$ cat src/rtl/nco_phase_pi.sv
// NCO phase generator with a PI loop filter: feedback is registered, filtered into a
// saturated frequency word, and integrated into a wrapping DDS phase. Includes a lock detector.
module nco_phase_pi #(
    parameter int               WIDTH       = 16,
    parameter int               INT_WIDTH   = 20,
    parameter logic [WIDTH-1:0] FREE_FREQ   = 16'h4000,
    parameter logic [WIDTH-1:0] LOCK_THRESH = 16'h0100,
    parameter int               LOCK_COUNT  = 8
) (
    input  logic             clk,
    input  logic             rst,
    input  logic             enable,
    input  logic             loop_open,
    input  logic [3:0]       KP_SHIFT,
    input  logic [3:0]       KI_SHIFT,
    input  logic [WIDTH-1:0] feedback_tdata,
    input  logic             feedback_tvalid,
    output logic [WIDTH-1:0] freq_tdata,
    output logic [WIDTH-1:0] phase_tdata,
    output logic             phase_tvalid,
    output logic             int_sat,
    output logic             locked
);

    localparam logic [7:0] LOCK_CNT_MAX = 8'(LOCK_COUNT);

    function automatic logic signed [INT_WIDTH-1:0] sat_int(input logic signed [INT_WIDTH:0] x);
        if (x[INT_WIDTH] != x[INT_WIDTH-1])
            return x[INT_WIDTH] ? {1'b1, {(INT_WIDTH-1){1'b0}}} : {1'b0, {(INT_WIDTH-1){1'b1}}};
        return x[INT_WIDTH-1:0];
    endfunction

    function automatic logic signed [WIDTH-1:0] sat_w(input logic signed [INT_WIDTH+1:0] x);
        logic [INT_WIDTH-WIDTH+2:0] top;
        top = x[INT_WIDTH+1:WIDTH-1];
        if (!((&top) || !(|top)))
            return x[INT_WIDTH+1] ? {1'b1, {(WIDTH-1){1'b0}}} : {1'b0, {(WIDTH-1){1'b1}}};
        return x[WIDTH-1:0];
    endfunction

    logic signed [WIDTH-1:0]     fb_p1;
    logic                        vld_p1;
    logic signed [INT_WIDTH-1:0] integ;
    logic signed [WIDTH-1:0]     freq_p2;
    logic [WIDTH-1:0]            phase_p2;
    logic [7:0]                  lock_cnt;

    logic signed [WIDTH-1:0]     p_term, i_term, p_eff;
    logic signed [INT_WIDTH:0]   integ_x, i_x, integ_sum;
    logic signed [INT_WIDTH-1:0] integ_upd;
    logic                        integ_clip;
    logic signed [INT_WIDTH+1:0] ff_x, p_x, iu_x, freq_sum;
    logic [WIDTH-1:0]            fb_mag;
    logic                        fb_is_min, in_lock;
    logic [7:0]                  cnt_next;

    // Stage 2 combinational: PI terms, saturating integrator, frequency sum, lock count
    always_comb begin
        p_term     = fb_p1 >>> KP_SHIFT;
        i_term     = fb_p1 >>> KI_SHIFT;
        p_eff      = vld_p1 ? p_term : '0;
        integ_x    = {integ[INT_WIDTH-1], integ};
        i_x        = {{(INT_WIDTH+1-WIDTH){i_term[WIDTH-1]}}, i_term};
        integ_sum  = integ_x + i_x;
        integ_clip = integ_sum[INT_WIDTH] != integ_sum[INT_WIDTH-1];
        integ_upd  = vld_p1 ? sat_int(integ_sum) : integ;
        ff_x       = {{(INT_WIDTH+2-WIDTH){FREE_FREQ[WIDTH-1]}}, FREE_FREQ};
        p_x        = {{(INT_WIDTH+2-WIDTH){p_eff[WIDTH-1]}}, p_eff};
        iu_x       = {{2{integ_upd[INT_WIDTH-1]}}, integ_upd};
        freq_sum   = ff_x + p_x + iu_x;
        // The most negative sample has no positive magnitude; treat it as out of lock.
        fb_is_min  = fb_p1[WIDTH-1] && !(|fb_p1[WIDTH-2:0]);
        fb_mag     = fb_p1[WIDTH-1] ? $unsigned(-fb_p1) : $unsigned(fb_p1);
        in_lock    = !fb_is_min && (fb_mag <= LOCK_THRESH);
        cnt_next   = '0;
        if (in_lock)
            cnt_next = (lock_cnt == LOCK_CNT_MAX) ? lock_cnt : lock_cnt + 8'd1;
    end

    // Stage 1 data register
    always_ff @(posedge clk) begin
        if (enable)
            fb_p1 <= feedback_tdata;
    end

    // Stage 1 valid, stage 2 loop filter and lock detector, phase accumulator
    always_ff @(posedge clk) begin
        if (rst) begin
            vld_p1       <= 1'b0;
            integ        <= '0;
            int_sat      <= 1'b0;
            freq_p2      <= FREE_FREQ;
            phase_p2     <= '0;
            phase_tvalid <= 1'b0;
            lock_cnt     <= '0;
            locked       <= 1'b0;
        end else if (enable) begin
            vld_p1       <= feedback_tvalid;
            phase_p2     <= phase_p2 + $unsigned(freq_p2);
            phase_tvalid <= 1'b1;
            if (loop_open) begin
                integ    <= '0;
                int_sat  <= 1'b0;
                freq_p2  <= FREE_FREQ;
                lock_cnt <= '0;
                locked   <= 1'b0;
            end else begin
                freq_p2 <= sat_w(freq_sum);
                if (vld_p1) begin
                    integ    <= integ_upd;
                    int_sat  <= integ_clip;
                    lock_cnt <= cnt_next;
                    locked   <= (cnt_next == LOCK_CNT_MAX);
                end
            end
        end
    end

    assign freq_tdata  = freq_p2;
    assign phase_tdata = phase_p2;

endmodule
$ cat config.mk
export PLATFORM = sky130hd
export DESIGN_NAME = nco_phase_pi
export DESIGN_NICKNAME = d
export VERILOG_FILES = /design/src/rtl/nco_phase_pi.sv
export SDC_FILE = /design/constraint.sdc
export NUM_CORES = 1
export LEC_CHECK = 0
export ABC_AREA = 1
export CORE_ASPECT_RATIO = 1.75
export CORE_MARGIN = 2
export CORE_UTILIZATION = 30
export DETAILED_ROUTE_END_ITERATION = 10
export DONT_BUFFER_PORTS = 1
export HOLD_SLACK_MARGIN = 0.15
export PLACE_DENSITY_LB_ADDON = 0.15
export RECOVER_POWER = 100
export SYNTH_ARGS = -nofsm -noshare
export SYNTH_HDL_FRONTEND = slang
export SYNTH_SLANG_ARGS = --single-unit
$ cat constraint.sdc
create_clock -name clk -period 8.17 [get_ports clk]
set_input_delay 1.634 -clock clk [delete_from_list [all_inputs] [get_ports clk]]
set_output_delay 1.634 -clock clk [all_outputs]
set_load 0.01 [all_outputs]
# Word level (Yosys, flattened, before mapping)
# Cells that the tools add are included.
totals:
  reg_bits: 80
  inputBits: 29
  out_inout_bits: 35
  elab_cells: 57
op_classes:
  n_addsub: 6
  magnitude_cmp: 1
  n_eq_ne: 3
  shifts: 2
  n_mux: 25
  reduce_logical: 11
op_table:
  columns: ["cell", "n"]
  rows:
  - ["20-bit 2-to-1 mux", 6]
  - ["16-bit 2-to-1 mux", 6]
  - ["8-bit 2-to-1 mux", 4]
  - ["16-bit by 4-bit >>> shifter with 16-bit output", 2]
  - ["17-bit by 20-bit adder with 21-bit output", 1]
  - ["20-bit by 16-bit adder with 21-bit output", 1]
  - ["16-bit by 16-bit adder with 17-bit output (first input constant)", 1]
  - ["16-bit adder", 1]
  - ["8-bit by 4-bit equality test with 1-bit output (second input constant)", 2]
  - ["16-bit by 9-bit <= comparator with 1-bit output (second input constant)", 1]
  - ["16-bit negator", 1]
  - ["15-bit OR reduction", 1]
  - ["1-bit 2-to-1 mux", 9]
  - ["8-bit by 1-bit adder with 8-bit output (second input constant)", 1]
  - ["7-bit AND reduction", 1]
  - ["7-bit OR reduction", 1]
  - ["1-bit logical NOT", 3]
  - ["1-bit logical AND", 2]
  - ["2-bit AND reduction", 1]
  - ["2-bit nonzero test", 1]
  - ["1-bit logical OR", 1]
  - ["1-bit inequality test", 1]

# Depth between registers and ports, before layout
# Gate-level depths: netlist (run 1).
depth:
  ltp_word: 16
  mapped_depth: 45
  ltp_nobuf: 43

# Worst setup path after synthesis (run 1)
# OpenSTA, ideal clock, no wires.
synth_path:
  kind: "input port to flip-flop"
  startpoint: "input port KI_SHIFT[1]"
  endpoint: "register freq_p2[4], in the netlist freq_tdata[4]"
  setup_time_ns: 0.132
  arrival_time_ns: 6.322
  t_required_ns: 8.038
  slack_ns: 1.715
  stages: 41
  path_cell_list: "inv_1 clkbuf_1 mux2i_1 mux2i_1 nand2_1 o21ai_0 ha_1 inv_1 fa_1 inv_1 nand3_1 nand2_1 nand4_1 nand3_2 xor2_2 a21oi_2 buf_6 buf_6 (+5 left out) fa_1 inv_1 nand3_1 nand2_1 nand2_1 nand2_1 nand2_1 nand2_1 nand2_1 nand2_1 nand3_1 nor2_1 nand2_1 nand2_2 buf_6 nand2_1 nand2_1 a21oi_1"
synth_between:
  elab_chain_cells: 16
  elab_cells_between_ends: 21
  cone_classes: "add/sub (2); eq/ne (1); shift (1); mux (13); reduce/logical (4)"
synth_lines:
  columns: ["element", "line", "text"]
  rows:
  - ["start: declaration", "15", "input logic [3:0] KI_SHIFT,"]
  - ["16-bit by 4-bit >>> shifter with 16-bit output *", "60", "i_term = fb_p1 >>> KI_SHIFT;"]
  - ["20-bit by 16-bit adder with 21-bit output *", "64", "integ_sum = integ_x + i_x;"]
  - ["20-bit 2-to-1 mux / 1-bit inequality test (equally long branches)", "29, 28", null]
  - ["20-bit 2-to-1 mux / 1-bit 2-to-1 mux (equally long branches)", "28", "if (x[INT_WIDTH] != x[INT_WIDTH-1])"]
  - ["20-bit 2-to-1 mux *", "30", "return x[INT_WIDTH-1:0];"]
  - ["20-bit 2-to-1 mux *", "66", "integ_upd = vld_p1 ? sat_int(integ_sum) : integ;"]
  - ["17-bit by 20-bit adder with 21-bit output *", "70", "freq_sum = ff_x + p_x + iu_x;"]
  - ["7-bit OR reduction", "36", "if (!((&top) || !(|top)))"]
  - ["1-bit logical NOT", "36", null]
  - ["1-bit logical OR", "36", null]
  - ["1-bit 2-to-1 mux", "36", null]
  - ["1-bit 2-to-1 mux", "101", "if (loop_open) begin"]
  - ["1-bit 2-to-1 mux", "97", "end else if (enable) begin"]
  - ["1-bit 2-to-1 mux", "88", "if (rst) begin"]
  - ["16-bit 2-to-1 mux *", "38", "return x[WIDTH-1:0];"]
  - ["16-bit 2-to-1 mux *", "101", null]
  - ["end signal: assignment", "108", "freq_p2 <= sat_w(freq_sum);"]
  - ["end: declaration", "44", "logic signed [WIDTH-1:0] freq_p2;"]
# Mark *: on every way between the ends. The rest lies on a longest branch, timed or not. The select of a mux whose other input is x is not followed.
# A chain may end at the register's enable or synchronous reset.

# Final worst setup path (run 1)
layout_path:
  startpoint: "input port KI_SHIFT[0]"
  endpoint: "register freq_p2[6], in the netlist freq_tdata[6]"
# The elaborated chain is that of the path after synthesis.

==> results of run 1 <==
stage by stage:
stage	instance area [sq um]	total power, mW
2_1_floorplan	8045	0.7606
3_3_place_gp	8233	0.8555
6_report	8523	1.275
3_5_place_dp	8233	0.8533
4_1_cts	8547	1.296
5_1_grt	8523	1.358
layer usage:
layer	track usage (%)	share of wire, %	vias up
met2	37.97	56	141
met3	2.635	2.9	60
met5	0	0	-
met4	11.10	5.5	0
met1	17.83	36	3534
li1	-	-	4132
cells by family after synthesis:
group | after synthesis | synth area share [%]
compound gates | 289 | 19.89
xor+xnor | 46 | 5.101
fa+ha+maj | 79 | 12.57
buf+inv | 199 | 10.03
flops | 80 | 21.90
mux | 11 | 1.369
simple gates | 565 | 29.14
sequential cells by signal, summed over array words and instances (netlist names):
| signal | flops |
|---|---|
| freq_tdata | 16 |
| lock_cnt | 8 |
| phase_tvalid | 1 |
| phase_tdata | 16 |
| locked | 1 |
| vld_p1 | 1 |
| integ | 20 |
| fb_p1 | 16 |
| int_sat | 1 |
worst max-delay path: cells and delay by family:
kind                       cells  cell delay [ps]
and+or+nand+nor               22             2630
AOI/OAI and AO/OA              4              610
muxes                          2              380
adders and majority gates      5             1690
xor gates and xnor gates       1              110
buffers and inverters          4              490
final cells by class:
cell class	instances	area [sq um]	area share (%)
Clock buffer	10	239.0	2.804
Sequential cell	80	1762	20.67
Timing Repair Buffer	3	18.77	0.2202
Tap cell	324	405.4	4.756
Inverter	151	566.8	6.650
Clock inverter	6	75.07	0.8808
Multi-Input combinational cell	990	5456	64.02
cell usage in the layout, fill, tap and decap left out, drive strengths merged, types with 17 or more instances in the layout:
| cell | netlist | final |
|---|---|---|
| nand3 | 65 | 65 |
| nand2 | 376 | 376 |
| a22o | 17 | 17 |
| nor2 | 88 | 88 |
| dfxtp | 64 | 64 |
| xnor2 | 18 | 18 |
| o21ai | 115 | 115 |
| xor2 | 28 | 28 |
| ha | 76 | 76 |
| a21oi | 125 | 125 |
| inv | 149 | 151 |
power by group through the flow:
stage	sequential, mW	clock, mW	combinational [mW]
after global routing	0.462	0.462	0.435
after floorplan	0.456	0	0.305
after detailed placement	0.468	0	0.385
after global placement	0.468	0	0.387
after CTS	0.459	0.449	0.387
final	0.458	0.434	0.382
how the worst max path moves through the flow:
stage	from	to	slack [ps]
after CTS	KI_SHIFT[0]	freq_tdata[5]	830
after detailed placement	KI_SHIFT[0]	freq_tdata[5]	450
after global placement	KI_SHIFT[0]	freq_tdata[1]	440
after global routing	KI_SHIFT[1]	freq_tdata[8]	200
final	KI_SHIFT[0]	freq_tdata[6]	840
after floorplan	KI_SHIFT[1]	freq_tdata[4]	1720
==> metrics.md, run 1 <==
| Metric | Value |
|---|---|
| Crit path top cell by count | nand2_1 |
| FF-to-FF End | freq_tdata[6] |
| Routability congestion estimate | 0.8996 |
| Height of the chip | 220.6 um |
| Hold_buf cts | 0 |
| Crit-path max FO | 30 |
| Fin nets | 1343 |
| Top post-synthesis cells by area | nand2_1 17%, dfxtp_1 16%, ha_1 12% |
| DRC viols | 0 |
| Number of flops mapped to enable cells by yosys | 16 |
| CTS buffer count | 9 |
| Port bufs | 0 |
| Min cycle time layout | about 7300 ps |
| Sequential element share of the synthesized area | between 20 and 25% |
| Fin. Hold Viols | 0 |
| Total gr overflow | 0 |
| Routed Antenna Nets | 0 |
| Core area | between 20000 and 30000 sq um |
| 1st-pass router iterations | 4 |
| First-pass GRT wire length | between 40000 and 50000 um |
| Clk pwr share | around 34% |
| Vias post-DR | 7867 |
| Hold_sp | lock_cnt[3] |
| Top_reg_cell synth | dfxtp_1 |
| Switching Power | about 0.47 mW |
| Boundary pin count | 64 |
| IR drop worst, VDD | 0.00009824 V |
| RSZ-0062 raised after global routing | false |
| Min-Delay Path Class | flop to flop |
| Flops & latches, synth | 80 |
| Fillcell total | between 2k and 3k |
| Gate power share | 30.0% |
| WL per Instance | 16.68 um |
| Max Cap Viol | 0 |
| Rel. slew slack | between 20 and 30% |
| Sw Ratio | 36.99% |
| Arr. time, crit path | about 7600 ps |
| Count leader, synth | nand2_1 |
| Ys async rst share | 0% |
| Outcome | completed |
| H-tree levels | 3 |
| Synth Area per Inst | about 6.3 sq um |
| Seq pwr share | between 30% and 40% |
| Synth cell types | 49 |
| Setup Total Neg Slack | 0 ps |
| Syn Inst Count | between 1k and 1.5k |
| Net Count, Synth | ~1.4k |
| Internal cell power | around 0.8 mW |
| HPWL Detailed | approximately 21000 um |
| PwrDens | about 150 nW/um^2 |
| Warnings, synthesis | 0 |
| Worst setup SP type | primary input |
| Largest net degree at the start of global routing | 60 |
| CP Capture Type | flop |
| Commonest cells in the netlist | 372 x nand2_1, 145 x inv_1, 123 x a21oi_1 |
| Clk sinks | 80 |
| Via-to-Cell Ratio | 5.030 |
| Worst R2R Start | fb_p1[15] |
| Root buffer cell | clkbuf_16 |
| Reg2Reg Setup Slack | 1530 ps |
| Vias in the first global route | between 7k and 8k |
| # placed instances | 1548 |
| Clk Latency, worst-skew pair | ~360 ps |
| Syn Std Cell Area | just over 8000 sq um |
| Area growth, synth to finish | 5.941% |
| TritonCTS clock tree | done |
| Hold endpoint | lock_cnt[3] |
| Share of layout cells above drive strength 1 | roughly 2.9% |
| Req. time, crit path | around 8400 ps |
| Global-route usage over all layers | 18.93% |
| Final core occ | between 30% and 40% |
| Setup Viol. Count Final | 0 |
| Dpl ws | around 450 ps |
| Setup Fix Bufs, Post-CTS | 0 |
| DIE WIDTH | between 100 and 150 um |
| Achievable Freq | around 0.14 GHz |
| Least-Margin Pin Slew | ~1100 ps |
| Post-CTS sizing | 0 |
| Synth area leader | nand2_1 |
| Slowest stage delay, CP | 500 ps |
| Maximum clock path buffer count | 2 |
| Starting density of the core | 30.37% |
| Worst setup margin | roughly 840 ps |
| Reg clk slew, reported paths | approximately 70 ps |
| DR iter-0 viols | roughly 240 |
| Final clock skew | about 9.1 ps |
| Crit path kind | primary input to flop |
| Top cell type's share of synthesized area | ~17% |
| Die ar. | between 20000 and 30000 sq um |
| Final wirelength | approximately 26000 um |
| Reg2reg path depth | 42 |
| Diode count | 0 |
| CP max-delay cell | nand2_1 |
| Slew Limit Fails | 0 |
| Leak Pwr | 4.154 nW |
| Tcrit/Tclk final | 89.69% |
| Row cnt | 79 |
| Min Hold Slack | 462.2 ps |
| Initial antenna violation count | 0 |
| Hold depth | 2 |
| Fin cells | roughly 1.6k |
Note: power is estimated with default switching activity, not from simulation.
==> inputs of run 2 (changes only) <==
--- a/config.mk
+++ b/config.mk
@@ -11,7 +11,6 @@
 export CORE_UTILIZATION = 30
 export DETAILED_ROUTE_END_ITERATION = 10
 export DONT_BUFFER_PORTS = 1
-export HOLD_SLACK_MARGIN = 0.15
 export PLACE_DENSITY_LB_ADDON = 0.15
 export RECOVER_POWER = 100
 export SYNTH_ARGS = -nofsm -noshare
==> results of run 2 <==
The final DEF is identical to that of run 1; final timing and power are the same.
==> inputs of run 3 (changes only) <==
--- a/config.mk
+++ b/config.mk
@@ -6,11 +6,13 @@
 export NUM_CORES = 1
 export LEC_CHECK = 0
 export ABC_AREA = 1
+export CAP_MARGIN = 0
 export CORE_ASPECT_RATIO = 1.75
 export CORE_MARGIN = 2
 export CORE_UTILIZATION = 30
 export DETAILED_ROUTE_END_ITERATION = 10
 export DONT_BUFFER_PORTS = 1
+export GPL_ROUTABILITY_DRIVEN = 0
 export PLACE_DENSITY_LB_ADDON = 0.15
 export RECOVER_POWER = 100
 export SYNTH_ARGS = -nofsm -noshare
==> metrics.md, run 3 (synthesized netlist as in run 1, its figures left out) <==
| Metric | Value |
|---|---|
| Fin cells | 1567 (+0.19%) |
| Via-to-Cell Ratio | 5.002 (-0.56%) |
| Outcome | completed |
| Area growth, synth to finish | 6.423% |
| Biggest register | integ |
| PwrDens | 152.3 nW/um^2 (+1.8%) |
| Total gr overflow | 0 (unchanged) |
| Vias in the first global route | 7761 (-2.3%) |
| Fin. Hold Viols | 0 (unchanged) |
| Min Hold Slack | 460.4 ps (-1.863 ps) |
| Min cycle time layout | 7260 ps (-67.36 ps) |
| Fin nets | 1346 (+0.22%) |
| Fillcell total | 2957 (-0.40%) |
| Req. time, crit path | 8450 ps (+40 ps) |
| Leak Pwr | 4.179 nW (+0.60%) |
| Hold_buf cts | 0 (unchanged) |
| CTS buffer count | 9 (unchanged) |
| HPWL Detailed | 21460 um (+1.0%) |
| Slowest stage delay, CP | 430 ps (-70 ps) |
| Achievable Freq | 0.1377 GHz (+0.93%) |
| RSZ-0062 raised after global routing | false |
| H-tree levels | 3 (unchanged) |
| Initial antenna violation count | 0 (unchanged) |
| Port bufs | 0 (unchanged) |
| Least-Margin Pin Slew | 1112 ps (-8.783 ps) |
| Clk sinks | 80 (unchanged) |
| Core area | 26490 sq um (unchanged) |
| Vias post-DR | 7838 (-0.37%) |
| Setup Total Neg Slack | 0 ps (unchanged) |
| Final instance area | 8562 sq um (+0.46%) |
| DR iter-0 viols | 371 (+53%) |
| Final clock skew | 16.03 ps (+6.880 ps) |
| Clk Latency, worst-skew pair | 360 ps (about the same) |
| Rel. slew slack | 25.87% (+0.59 points) |
| Crit path top cell by count | nand2_1 |
| Boundary pin count | 64 (unchanged) |
| Sw Ratio | 36.52% (-0.48 points) |
| DIE WIDTH | 127.8 um (unchanged) |
| Routed Antenna Nets | 0 (unchanged) |
| Placed instance area | 8255 sq um (+0.27%) |
| Crit path kind | primary input to flop |
| Max FFs per register | 20 (unchanged) |
| Max Cap Viol | 0 (unchanged) |
| Root buffer cell | clkbuf_16 |
| Setup Fix Bufs, Post-CTS | 0 (unchanged) |
| Most frequent cells in the layout | 372 x nand2_1, 146 x inv_1, 123 x a21oi_1 |
| Share of layout cells above drive strength 1 | 3.218% (+0.31 points) |
| Post-CTS sizing | 0 (unchanged) |
| Internal cell power | 0.8277 mW (+3.0%) |
| Gate power share | 29.6% (-0.4 points) |
| Worst setup SP type | primary input |
| Maximum clock path buffer count | 2 (unchanged) |
| Crit-path max FO | 30 (unchanged) |
| Seq pwr share | 35.1% (-0.8 points) |
| Diode count | 0 (unchanged) |
| Clk pwr share | 35.3% (+1.2 points) |
| Starting density of the core | 30.37% (unchanged) |
| WL per Instance | 16.69 um (about the same) |
| 1st-pass router iterations | 5 (+1) |
| Setup Viol. Count Final | 0 (unchanged) |
| # placed instances | 1551 (+0.19%) |
| TritonCTS clock tree | done |
| CP max-delay cell | fa_1 |
| Die ar. | 28190 sq um (unchanged) |
| Slew Limit Fails | 0 (unchanged) |
| First-pass GRT wire length | 40840 um (-0.30%) |
| IR drop worst, VDD | 0.00008195 V (-17%) |
| Global-route usage over all layers | 18.77% (-0.16 points) |
| Reg clk slew, reported paths | 70 ps (about the same) |
| Commonest non-fill, non-tap cell in the layout | nand2_1 |
| Worst setup margin | 910.0 ps (+67.36 ps) |
| Switching Power | 0.4761 mW (+0.95%) |
| DRC viols | 0 (unchanged) |
| Row cnt | 79 (unchanged) |
| CP Capture Type | flop |
| Largest net degree at the start of global routing | 60 (unchanged) |
| Min-Delay Path Class | flop to flop |
| Dpl ws | 596.4 ps (+143.4 ps) |
| Tcrit/Tclk final | 88.86% (-0.82 points) |
| Arr. time, crit path | 7540 ps (-30 ps) |
| Final wirelength | 26160 um (+0.28%) |
| Height of the chip | 220.6 um (unchanged) |
-- run 3: path summary, 6_finish.rpt --
kind	startpoint	endpoint	slack, ps	cells past startpoint
worst max-delay path	KI_SHIFT[0]	freq_tdata[7]	910	35
worst min-delay path	lock_cnt[3]	lock_cnt[3]	460	2
worst max register to register	fb_p1[15]	freq_tdata[7]	1610	39
worst min register to register	lock_cnt[3]	lock_cnt[3]	460	2
-- run 3: power by group through the flow --
stage | registers, mW | logic [mW] | clock network (mW)
floorplan | 0.456 | 0.305 | 0
global placement | 0.467 | 0.390 | 0
detailed placement | 0.468 | 0.388 | 0
CTS | 0.458 | 0.391 | 0.473
global route | 0.462 | 0.436 | 0.490
finish | 0.458 | 0.386 | 0.460
-- run 3: layer usage --
metal  vias to the layer above  share of wire [%]  track usage [%]
li1                       4128                  -                -
met1                      3503                 36            17.76
met2                       161                 57            38.98
met3                        46                2.7            2.635
met4                         0                4.0            8.022
met5                         -                  0                0
-- run 3: cell type report --
| type | instances | area [sq um] | area share [%] |
|---|---|---|---|
| multi-input combinational | 990 | 5459 | 63.76 |
| sequential | 80 | 1762 | 20.58 |
| inverter | 151 | 566.8 | 6.620 |
| tap | 324 | 405.4 | 4.735 |
| clock buffer | 9 | 225.2 | 2.630 |
| clock inverter | 7 | 102.6 | 1.198 |
| timing repair buffer | 6 | 41.29 | 0.4822 |
-- run 3: worst max-delay path, delay by kind of cell --
kind	cells	cell delay (ps)
fa+ha+maj	4	1420
mux	2	430
simple gates	19	2060
buf+inv	4	750
xor+xnor	1	270
compound gates	5	940
-- run 3: metrics by stage --
step | utilization, % | total power [mW]
floorplan | - | 0.7606
global placement | 31.16 | 0.8570
detailed placement | 31.16 | 0.8561
CTS | 32.40 | 1.322
global route | 32.32 | 1.388
finish | 32.32 | 1.304
